## config.mk

```make
export PLATFORM = sky130hd
export DESIGN_NAME = instr_assembler
export DESIGN_NICKNAME = d
export VERILOG_FILES = /design/src/rtl/aiva_ir_pkg.sv /design/src/rtl/ir_len_decode.sv /design/src/rtl/instr_assembler.sv
export SDC_FILE = /design/constraint.sdc
export NUM_CORES = 1
export LEC_CHECK = 0
export ABC_CLOCK_PERIOD_IN_PS = 2200
export CELL_PAD_IN_SITES_DETAIL_PLACEMENT = 0
export CELL_PAD_IN_SITES_GLOBAL_PLACEMENT = 2
export CORE_ASPECT_RATIO = 0.8
export CORE_MARGIN = 4
export CORE_UTILIZATION = 31
export DETAILED_ROUTE_END_ITERATION = 10
export PLACE_DENSITY = 0.8
export SLEW_MARGIN = 5
export SYNTH_ARGS = -nofsm -noshare
export SYNTH_HDL_FRONTEND = slang
export SYNTH_SLANG_ARGS = --single-unit
```

## constraint.sdc

```tcl
create_clock -name clk -period 2.2 [get_ports clk]
set_input_delay 0.33 -clock clk [delete_from_list [all_inputs] [get_ports clk]]
set_output_delay 0.33 -clock clk [all_outputs]
set_load 0.02 [all_outputs]
```

## src/rtl/aiva_ir_pkg.sv

```systemverilog
// Shared types and default geometry for the instruction assembler and its length decoder.
// Latency: n/a (declarations only).
// Backpressure: n/a.
package aiva_ir_pkg;

    // Assembler FSM states
    typedef enum logic [1:0] {
        IDLE    = 2'd0,
        COLLECT = 2'd1,
        HOLD    = 2'd2
    } ir_state_t;

    // Default fetch-word geometry
    localparam int IR_WORD_W    = 8;
    localparam int IR_MAX_WORDS = 3;

    // Position of the length field inside word 0 (words = field + 1)
    localparam int IR_LEN_MSB   = 7;
    localparam int IR_LEN_LSB   = 6;

endpackage

```

## src/rtl/ir_len_decode.sv

```systemverilog
// Length decode of an instruction's first word: field -> {clamped word count, illegal}.
// Latency: combinational, zero cycles.
// Backpressure: none, pure function of its input.
//
// Ports:
//   i_field    length field taken from word 0
//   o_len      word count, clamped to MAX_WORDS
//   o_illegal  field+1 exceeded MAX_WORDS (forced low when CHECK_EN=0)
module ir_len_decode
    import aiva_ir_pkg::*;
#(
    parameter int MAX_WORDS = IR_MAX_WORDS,
    parameter int LEN_MSB   = IR_LEN_MSB,
    parameter int LEN_LSB   = IR_LEN_LSB,
    parameter bit CHECK_EN  = 1'b0,
    localparam int LW       = $clog2(MAX_WORDS + 1)
) (
    input  logic [LEN_MSB-LEN_LSB:0] i_field,
    output logic [LW-1:0]            o_len,
    output logic                     o_illegal
);

    logic [31:0] w_words;
    logic        w_over;

    always_comb begin
        w_words   = 32'(i_field) + 32'd1;
        w_over    = (w_words > 32'(MAX_WORDS));
        o_len     = w_over ? LW'(MAX_WORDS) : LW'(w_words);
        o_illegal = CHECK_EN && w_over;
    end

endmodule

```

## src/rtl/instr_assembler.sv

```systemverilog
// Packs a variable-length instruction from fetch words and presents it to the decoder.
// Latency: out_valid rises the cycle after the last word is taken; one word per cycle sustained.
// Backpressure: while an instruction is held, in_ready follows out_ready; a held word waits at the source.
//
// Ports:
//   clk, rst_n            clock, asynchronous active-low reset
//   flush                 synchronous abort of the partial or held instruction
//   in_valid/in_ready     fetch word handshake, in_word is the data
//   out_valid/out_ready   decoder handshake
//   out_instr             packed instruction, word 0 in the MSBs, unused words zero
//   out_len               word count of the held instruction
//   out_illegal           length field overflowed MAX_WORDS (macro IR_LEN_CHECK_EN)
//
// Macro IR_LEN_CHECK_EN: when defined, overlong length fields flag out_illegal;
// otherwise the clamp to MAX_WORDS is silent and out_illegal stays 0.
module instr_assembler
    import aiva_ir_pkg::*;
#(
    parameter int WORD_W    = IR_WORD_W,
    parameter int MAX_WORDS = IR_MAX_WORDS,
    parameter int LEN_MSB   = IR_LEN_MSB,
    parameter int LEN_LSB   = IR_LEN_LSB,
    localparam int LW       = $clog2(MAX_WORDS + 1),
    localparam int IW       = MAX_WORDS * WORD_W
) (
    input  logic              clk,
    input  logic              rst_n,
    input  logic              flush,
    input  logic              in_valid,
    output logic              in_ready,
    input  logic [WORD_W-1:0] in_word,
    output logic              out_valid,
    input  logic              out_ready,
    output logic [IW-1:0]     out_instr,
    output logic [LW-1:0]     out_len,
    output logic              out_illegal
);

`ifdef IR_LEN_CHECK_EN
    localparam bit LEN_CHK = 1'b1;
`else
    localparam bit LEN_CHK = 1'b0;
`endif

    ir_state_t   r_state, w_state_nxt;
    logic [IW-1:0] r_buf, w_buf_nxt;
    logic [LW-1:0] r_count, w_count_nxt;
    logic [LW-1:0] r_len, w_len_nxt;
    logic          r_illegal, w_illegal_nxt;

    logic [LW-1:0] w_dec_len;
    logic          w_dec_illegal;
    logic          w_xfer;

    ir_len_decode #(
        .MAX_WORDS (MAX_WORDS),
        .LEN_MSB   (LEN_MSB),
        .LEN_LSB   (LEN_LSB),
        .CHECK_EN  (LEN_CHK)
    ) u_len_decode (
        .i_field   (in_word[LEN_MSB:LEN_LSB]),
        .o_len     (w_dec_len),
        .o_illegal (w_dec_illegal)
    );

    always_comb begin
        in_ready      = (r_state == HOLD) ? out_ready : 1'b1;
        out_valid     = (r_state == HOLD);
        w_xfer        = in_valid && in_ready;
        w_state_nxt   = r_state;
        w_buf_nxt     = r_buf;
        w_count_nxt   = r_count;
        w_len_nxt     = r_len;
        w_illegal_nxt = r_illegal;

        unique case (r_state)
            IDLE, HOLD: begin
                // Leaving HOLD without a new word: drop back to IDLE.
                if (r_state == HOLD && out_ready && !in_valid) begin
                    w_state_nxt = IDLE;
                end
                // In HOLD a transfer implies out_ready, so the held instruction
                // is consumed and this word opens the next one with no bubble.
                if (w_xfer) begin
                    w_buf_nxt                     = '0;
                    w_buf_nxt[IW-1 -: WORD_W]     = in_word;
                    w_count_nxt                   = LW'(1);
                    w_len_nxt                     = w_dec_len;
                    w_illegal_nxt                 = w_dec_illegal;
                    w_state_nxt = (w_dec_len == LW'(1)) ? HOLD : COLLECT;
                end
            end
            COLLECT: begin
                if (w_xfer) begin
                    for (int k = 1; k < MAX_WORDS; k++) begin
                        if (r_count == LW'(k)) begin
                            w_buf_nxt[(MAX_WORDS-k)*WORD_W-1 -: WORD_W] = in_word;
                        end
                    end
                    w_count_nxt = r_count + LW'(1);
                    if (r_count + LW'(1) == r_len) begin
                        w_state_nxt = HOLD;
                    end
                end
            end
            default: begin
                w_state_nxt = IDLE;
            end
        endcase

        // Flush wins over everything, including a same-cycle transfer.
        if (flush) begin
            w_state_nxt   = IDLE;
            w_buf_nxt     = '0;
            w_count_nxt   = '0;
            w_len_nxt     = '0;
            w_illegal_nxt = 1'b0;
        end
    end

    always_ff @(posedge clk or negedge rst_n) begin
        if (!rst_n) begin
            r_state   <= IDLE;
            r_buf     <= '0;
            r_count   <= '0;
            r_len     <= '0;
            r_illegal <= 1'b0;
        end else begin
            r_state   <= w_state_nxt;
            r_buf     <= w_buf_nxt;
            r_count   <= w_count_nxt;
            r_len     <= w_len_nxt;
            r_illegal <= w_illegal_nxt;
        end
    end

    assign out_instr   = r_buf;
    assign out_len     = r_len;
    assign out_illegal = r_illegal;

endmodule

```

# Word level (Yosys, flattened, before mapping)
# Index checks and enable logic that the tools add are counted.
op_classes:
  n_reduce_logical: 14
  n_addsub: 2
  n_mux: 26
  n_lt_le_gt_ge: 1
  n_eq_ne: 12
ops:
  columns: ["operator", "n"]
  rows:
  - ["two-way mux 24 bit", 2]
  - ["greater-than comparator 32 x 2 -> 1 bit (second input constant)", 1]
  - ["case mux 16 bit (2 select lines)", 1]
  - ["two-way mux 2 bit", 13]
  - ["two-way mux 8 bit", 3]
  - ["two-way mux 16 bit", 1]
  - ["inequality test 3 bit (second input constant)", 5]
  - ["case mux 2 bit (2 select lines)", 2]
  - ["AND reduction 4 bit", 2]
  - ["equality test 2 x 1 -> 1 bit (second input constant)", 3]
  - ["AND reduction 3 bit", 2]
  - ["equality test 2 bit (second input constant)", 2]
  - ["two-way mux 1 bit", 4]
  - ["inequality test 4 bit (second input constant)", 1]
  - ["nonzero test 2 bit", 2]
  - ["adder 2 x 1 -> 3 bit (second input constant)", 1]
  - ["logical AND 1 bit", 3]
  - ["nonzero test 3 bit", 1]
  - ["adder 2 x 1 -> 2 bit (second input constant)", 1]
  - ["equality test 2 bit", 1]
  - ["zero test 2 bit", 1]
  - ["AND reduction 2 bit", 1]
  - ["OR reduction 2 bit", 1]
  - ["zero test 1 bit", 1]
totals:
  elab_cells: 62
  output_inout_bits: 29
  regBits: 31

# Longest topological paths before layout
# Gate-level depths: netlist of run 1.
logic_depth:
  depth_word: 8
  ltp_mapped: 6

# By module
# Synthesis of run 1 repeated with hierarchy kept, for this count alone.
unflattened:
  hier_cells: 127
  hier_area_um2: 1445.1
by_module_without_submodules:
  columns: ["mod", "area_each_um2", "cells_each", "seq_area_each_um2", "instances"]
  rows:
  - ["instr_assembler", 1421.4, 123, 775.7, 1]
  - ["ir_len_decode", 23.8, 4, 0.0, 1]

# Worst setup path after synthesis of run 1
# OpenSTA, ideal clock, no wires.
synth_path:
  kind: "reg2reg"
  start: "register r_count[0]"
  end: "register r_buf[0] (netlist: out_instr[0])"
  n_path_buf: 0
  setup_slack_ns: 0.890
  t_arrival_ns: 1.230
  path_stages_with_launch: 6
  synth_period_minus_slack_ns: 1.310
  path_cell_list: "dfrtp_1 > inv_1 > ha_1 > nor2b_1 > o21ai_4 > mux2i_1"
synth_via:
  elab_chain_cells: 3
synth_lines:
  columns: ["element", "line_no", "source"]
  rows:
  - ["start: declaration", "instr_assembler.sv:47", "logic [LW-1:0] r_count, w_count_nxt;"]
  - ["start signal: assignment", "instr_assembler.sv:131", "r_count <= w_count_nxt;"]
  - ["equality test 2 bit", "instr_assembler.sv:96", "if (r_count == LW'(k)) begin"]
  - ["inequality test 3 bit (no line)", null, null]
  - ["AND reduction 4 bit (no line)", null, null]
  - ["end signal: assignment", "instr_assembler.sv:130", "r_buf <= w_buf_nxt;"]
  - ["end: declaration", "instr_assembler.sv:46", "logic [IW-1:0] r_buf, w_buf_nxt;"]
# No other way between the ends.
# A chain may end at the register's enable or synchronous reset.

# Worst setup path after layout of run 1
layout_path:
  start: "input out_ready"
  end: "output in_ready"
layout_via:
  elab_chain_cells: 1
layout_lines:
  columns: ["element", "line_no", "source"]
  rows:
  - ["start: declaration", "instr_assembler.sv:33", "input logic out_ready,"]
  - ["two-way mux 1 bit", "instr_assembler.sv:67", "in_ready = (r_state == HOLD) ? out_ready : 1'b1;"]
  - ["end: declaration", "instr_assembler.sv:30", "output logic in_ready,"]
# No other way between the ends.

==> run metrics, run 1 <==
sequential fraction of the synthesis area 52.13%; Num CTS Buffers 5; layout cells sized above 1 12.92%; Power Dens Cells 668.0 nW/um^2; clock tree buffer depth 2; crit-path cells clkdlybuf4s50_1 > or3b_4 > clkdlybuf4s50_1; sw frac 28.60%; Comb pwr share 25.0%; post-route clock period utilization 93.36%; nets 193; Max Cap Viol 0; Fill cells 420; Root Driver clkbuf_8; crit path launch out_ready; synthesized area 1440 um^2; pin count of the biggest net entering global routing 31; Peak VDD IR 475.5 uV; Reg power frac 45.3%; worst clock skew 0.005984 ns; P_int 0.0009561 W; Reg area 750.7 um^2; Die H 68.96 um; # clock sinks 30; Die W 84.21 um; drt via density 4.604; Tot GR Track Use 12.46%; final WL 3445 um; ant diodes 0; post-place setup slack 0.1515 ns; row count 21; synthesized instance count 130; dpl cell area 1928 um^2; H-tree depth 2; Top delay family on crit path buffers and inverters; Setup violations, final 0; Required @ worst endpoint 1.87 ns; clock share of power 29.7%; core area 4335 um^2; Sw Pwr 0.0003829 W; CTS tree built; RR Startpoint r_count[0]$_DFFE_PN0P_; CP Buf/Inv Count 2; slowest CP cell clkdlybuf4s50_1; Mapped Nets 145; grt total ovfl 0; initial antenna violation count 0; top achievable clock speed 486.9 MHz; Antenna Nets Post-Route 0; asr flop ratio synth 100.0%; post-synthesis cell type count 32; Setup Fix Bufs, Post-CTS 0; CP Class in -> out; most used cell, CP clkdlybuf4s50_1; Die Area 5807 um^2; first-pass GRT wire length 5664 um; Tightest Hold Check Type in -> async; IO buf count 40; leakage 0.9069 nW; area used by multi-input combinational logic 638.1 um^2; Reg clk slew, reported paths 0.06 ns; Remaining DRCs 0; Worst EP arrival 1.72 ns; final core occ 46.23%; hpwl dp 2613 um; TNS Setup 0 ns; Crit. End Element output pin; GP Congestion 0.8199; # hold bufs at CTS 0; ys flop type dfrtp_1; drt first pass iters 4; status finished clean; worst-path fanout max 3; fin area 2004 um^2; Initial Util 33.22%; Critical Path Source Type primary input; Crit path largest cell delay 0.55 ns; Min Clock Period, post-route 2.054 ns; Clk Latency, worst-skew pair 0.27 ns; Avg Cell Area, Syn 11.08 um^2; Post-synth EDFFs 0; I/O pin count 42; Layout area overhead 39.18%; Iter 0 DRT Violations 63; wire per inst 14.66 um; Syn. warnings 0; #FFs+latches synth 30; post-CTS sizing 0; RSZ-0062 raised after global routing no; Final WS setup 0.1462 ns; vias in the first global route 1138; final hold vios 0; max-slew violation count 0; via count 1082
## cell usage after synthesis, types with 2 or more instances
cell type,number,area [um^2]
o21ai_0,2,10.01
inv_1,3,11.26
nand2b_1,2,12.51
nand2_1,31,116.4
buf_2,2,10.01
a22o_1,8,70.07
o21ai_4,2,32.53
mux2i_1,16,160.2
xor2_1,2,17.52
ha_1,2,25.02
nor2b_1,4,25.02
dfrtp_1,30,750.7
nor2_1,5,18.77
buf_4,3,22.52
## metal layers
layer	wire [um]	global-route usage, %	up-vias
met5	0	0	-
met4	13	2.410	0
met3	206	4.157	2
met2	1541	20.87	29
met1	1683	15.99	515
li1	-	-	536
## cells in the final DEF, fill, tap and decap left out, types with 2 or more instances in the layout
master and n:
clkbuf_1 2, a22o_1 8, ha_1 2, clkdlybuf4s50_1 40, dfrtp_1 30, nor2b_1 4, nor2_1 5, nand2b_1 2
buf_4 7, clkbuf_8 5, o21ai_4 2, nand2_1 31, inv_1 3, xor2_1 2, o21ai_0 2, mux2i_1 16
## final timing paths
| kind | slack (ns) | end | depth (start not counted) |
|---|---|---|---|
| setup / recovery | 0.15 | in_ready | 3 |
| setup reg to reg | 0.68 | out_instr[7]$_DFFE_PN0P_ | 5 |
| hold / removal | 0.45 | out_instr[21]$_DFFE_PN0P_ | 2 |
| min in group clk | 0.50 | out_instr[17]$_DFFE_PN0P_ | 1 |
| hold reg to reg | 0.50 | out_instr[17]$_DFFE_PN0P_ | 1 |
| max in group asynchronous | 1.47 | r_count[0]$_DFFE_PN0P_ | 2 |
## cells by family (layout without fill, tap and decap cells)
logic type / Yosys count / after routing / synth area share (%)
XOR/XNOR: 2 / 2 / 1.217
buffers and inverters: 10 / 58 / 3.561
flip-flops: 30 / 30 / 52.13
adder cells (fa/ha/maj): 2 / 2 / 1.737
AO/OA/AOI/OAI: 20 / 20 / 12.86
multiplexers: 16 / 16 / 11.12
other: 1 / 1 / 0.2604
AND/OR/NAND/NOR: 49 / 49 / 17.12
## sequential cells by signal (all words and copies together) (netlist names)
name / cells
r_count: 2
r_state: 2
out_len: 2
out_instr: 24
## area by class of cell
cell class              count  area share [%]
flip-flops and latches     30           37.45
well taps                  57           3.558
multi-input cells          90           31.84
repair buffers             47           22.60
inverters                   4          0.7491
clock buffers               7           3.808
## metrics by stage
stage,cells,total power (W),hold WS (ns)
final,235,0.001339,0.4548
after global routing,235,0.001412,0.4934
after CTS,235,0.001359,0.4678
after detailed placement,228,0.0009546,0.4823
after global placement,228,0.0009503,0.4866
after floorplan,130,0.0008102,0.03441
## power by group through the flow
stage | sequential, W | combinational (W) | clock, W
floorplan | 0.000648 | 0.000163 | 0
CTS | 0.000607 | 0.000339 | 0.000412
finish | 0.000607 | 0.000334 | 0.000398
global placement | 0.000616 | 0.000334 | 0
global route | 0.000611 | 0.000362 | 0.000439
detailed placement | 0.000616 | 0.000338 | 0
Power figures use the tool's default switching activity.
==> run 2: changes to the inputs <==
Settings changed: TNS_END_PERCENT set to 5.
==> results of run 2 <==
The final DEF is identical to that of run 1; final timing and power are the same.
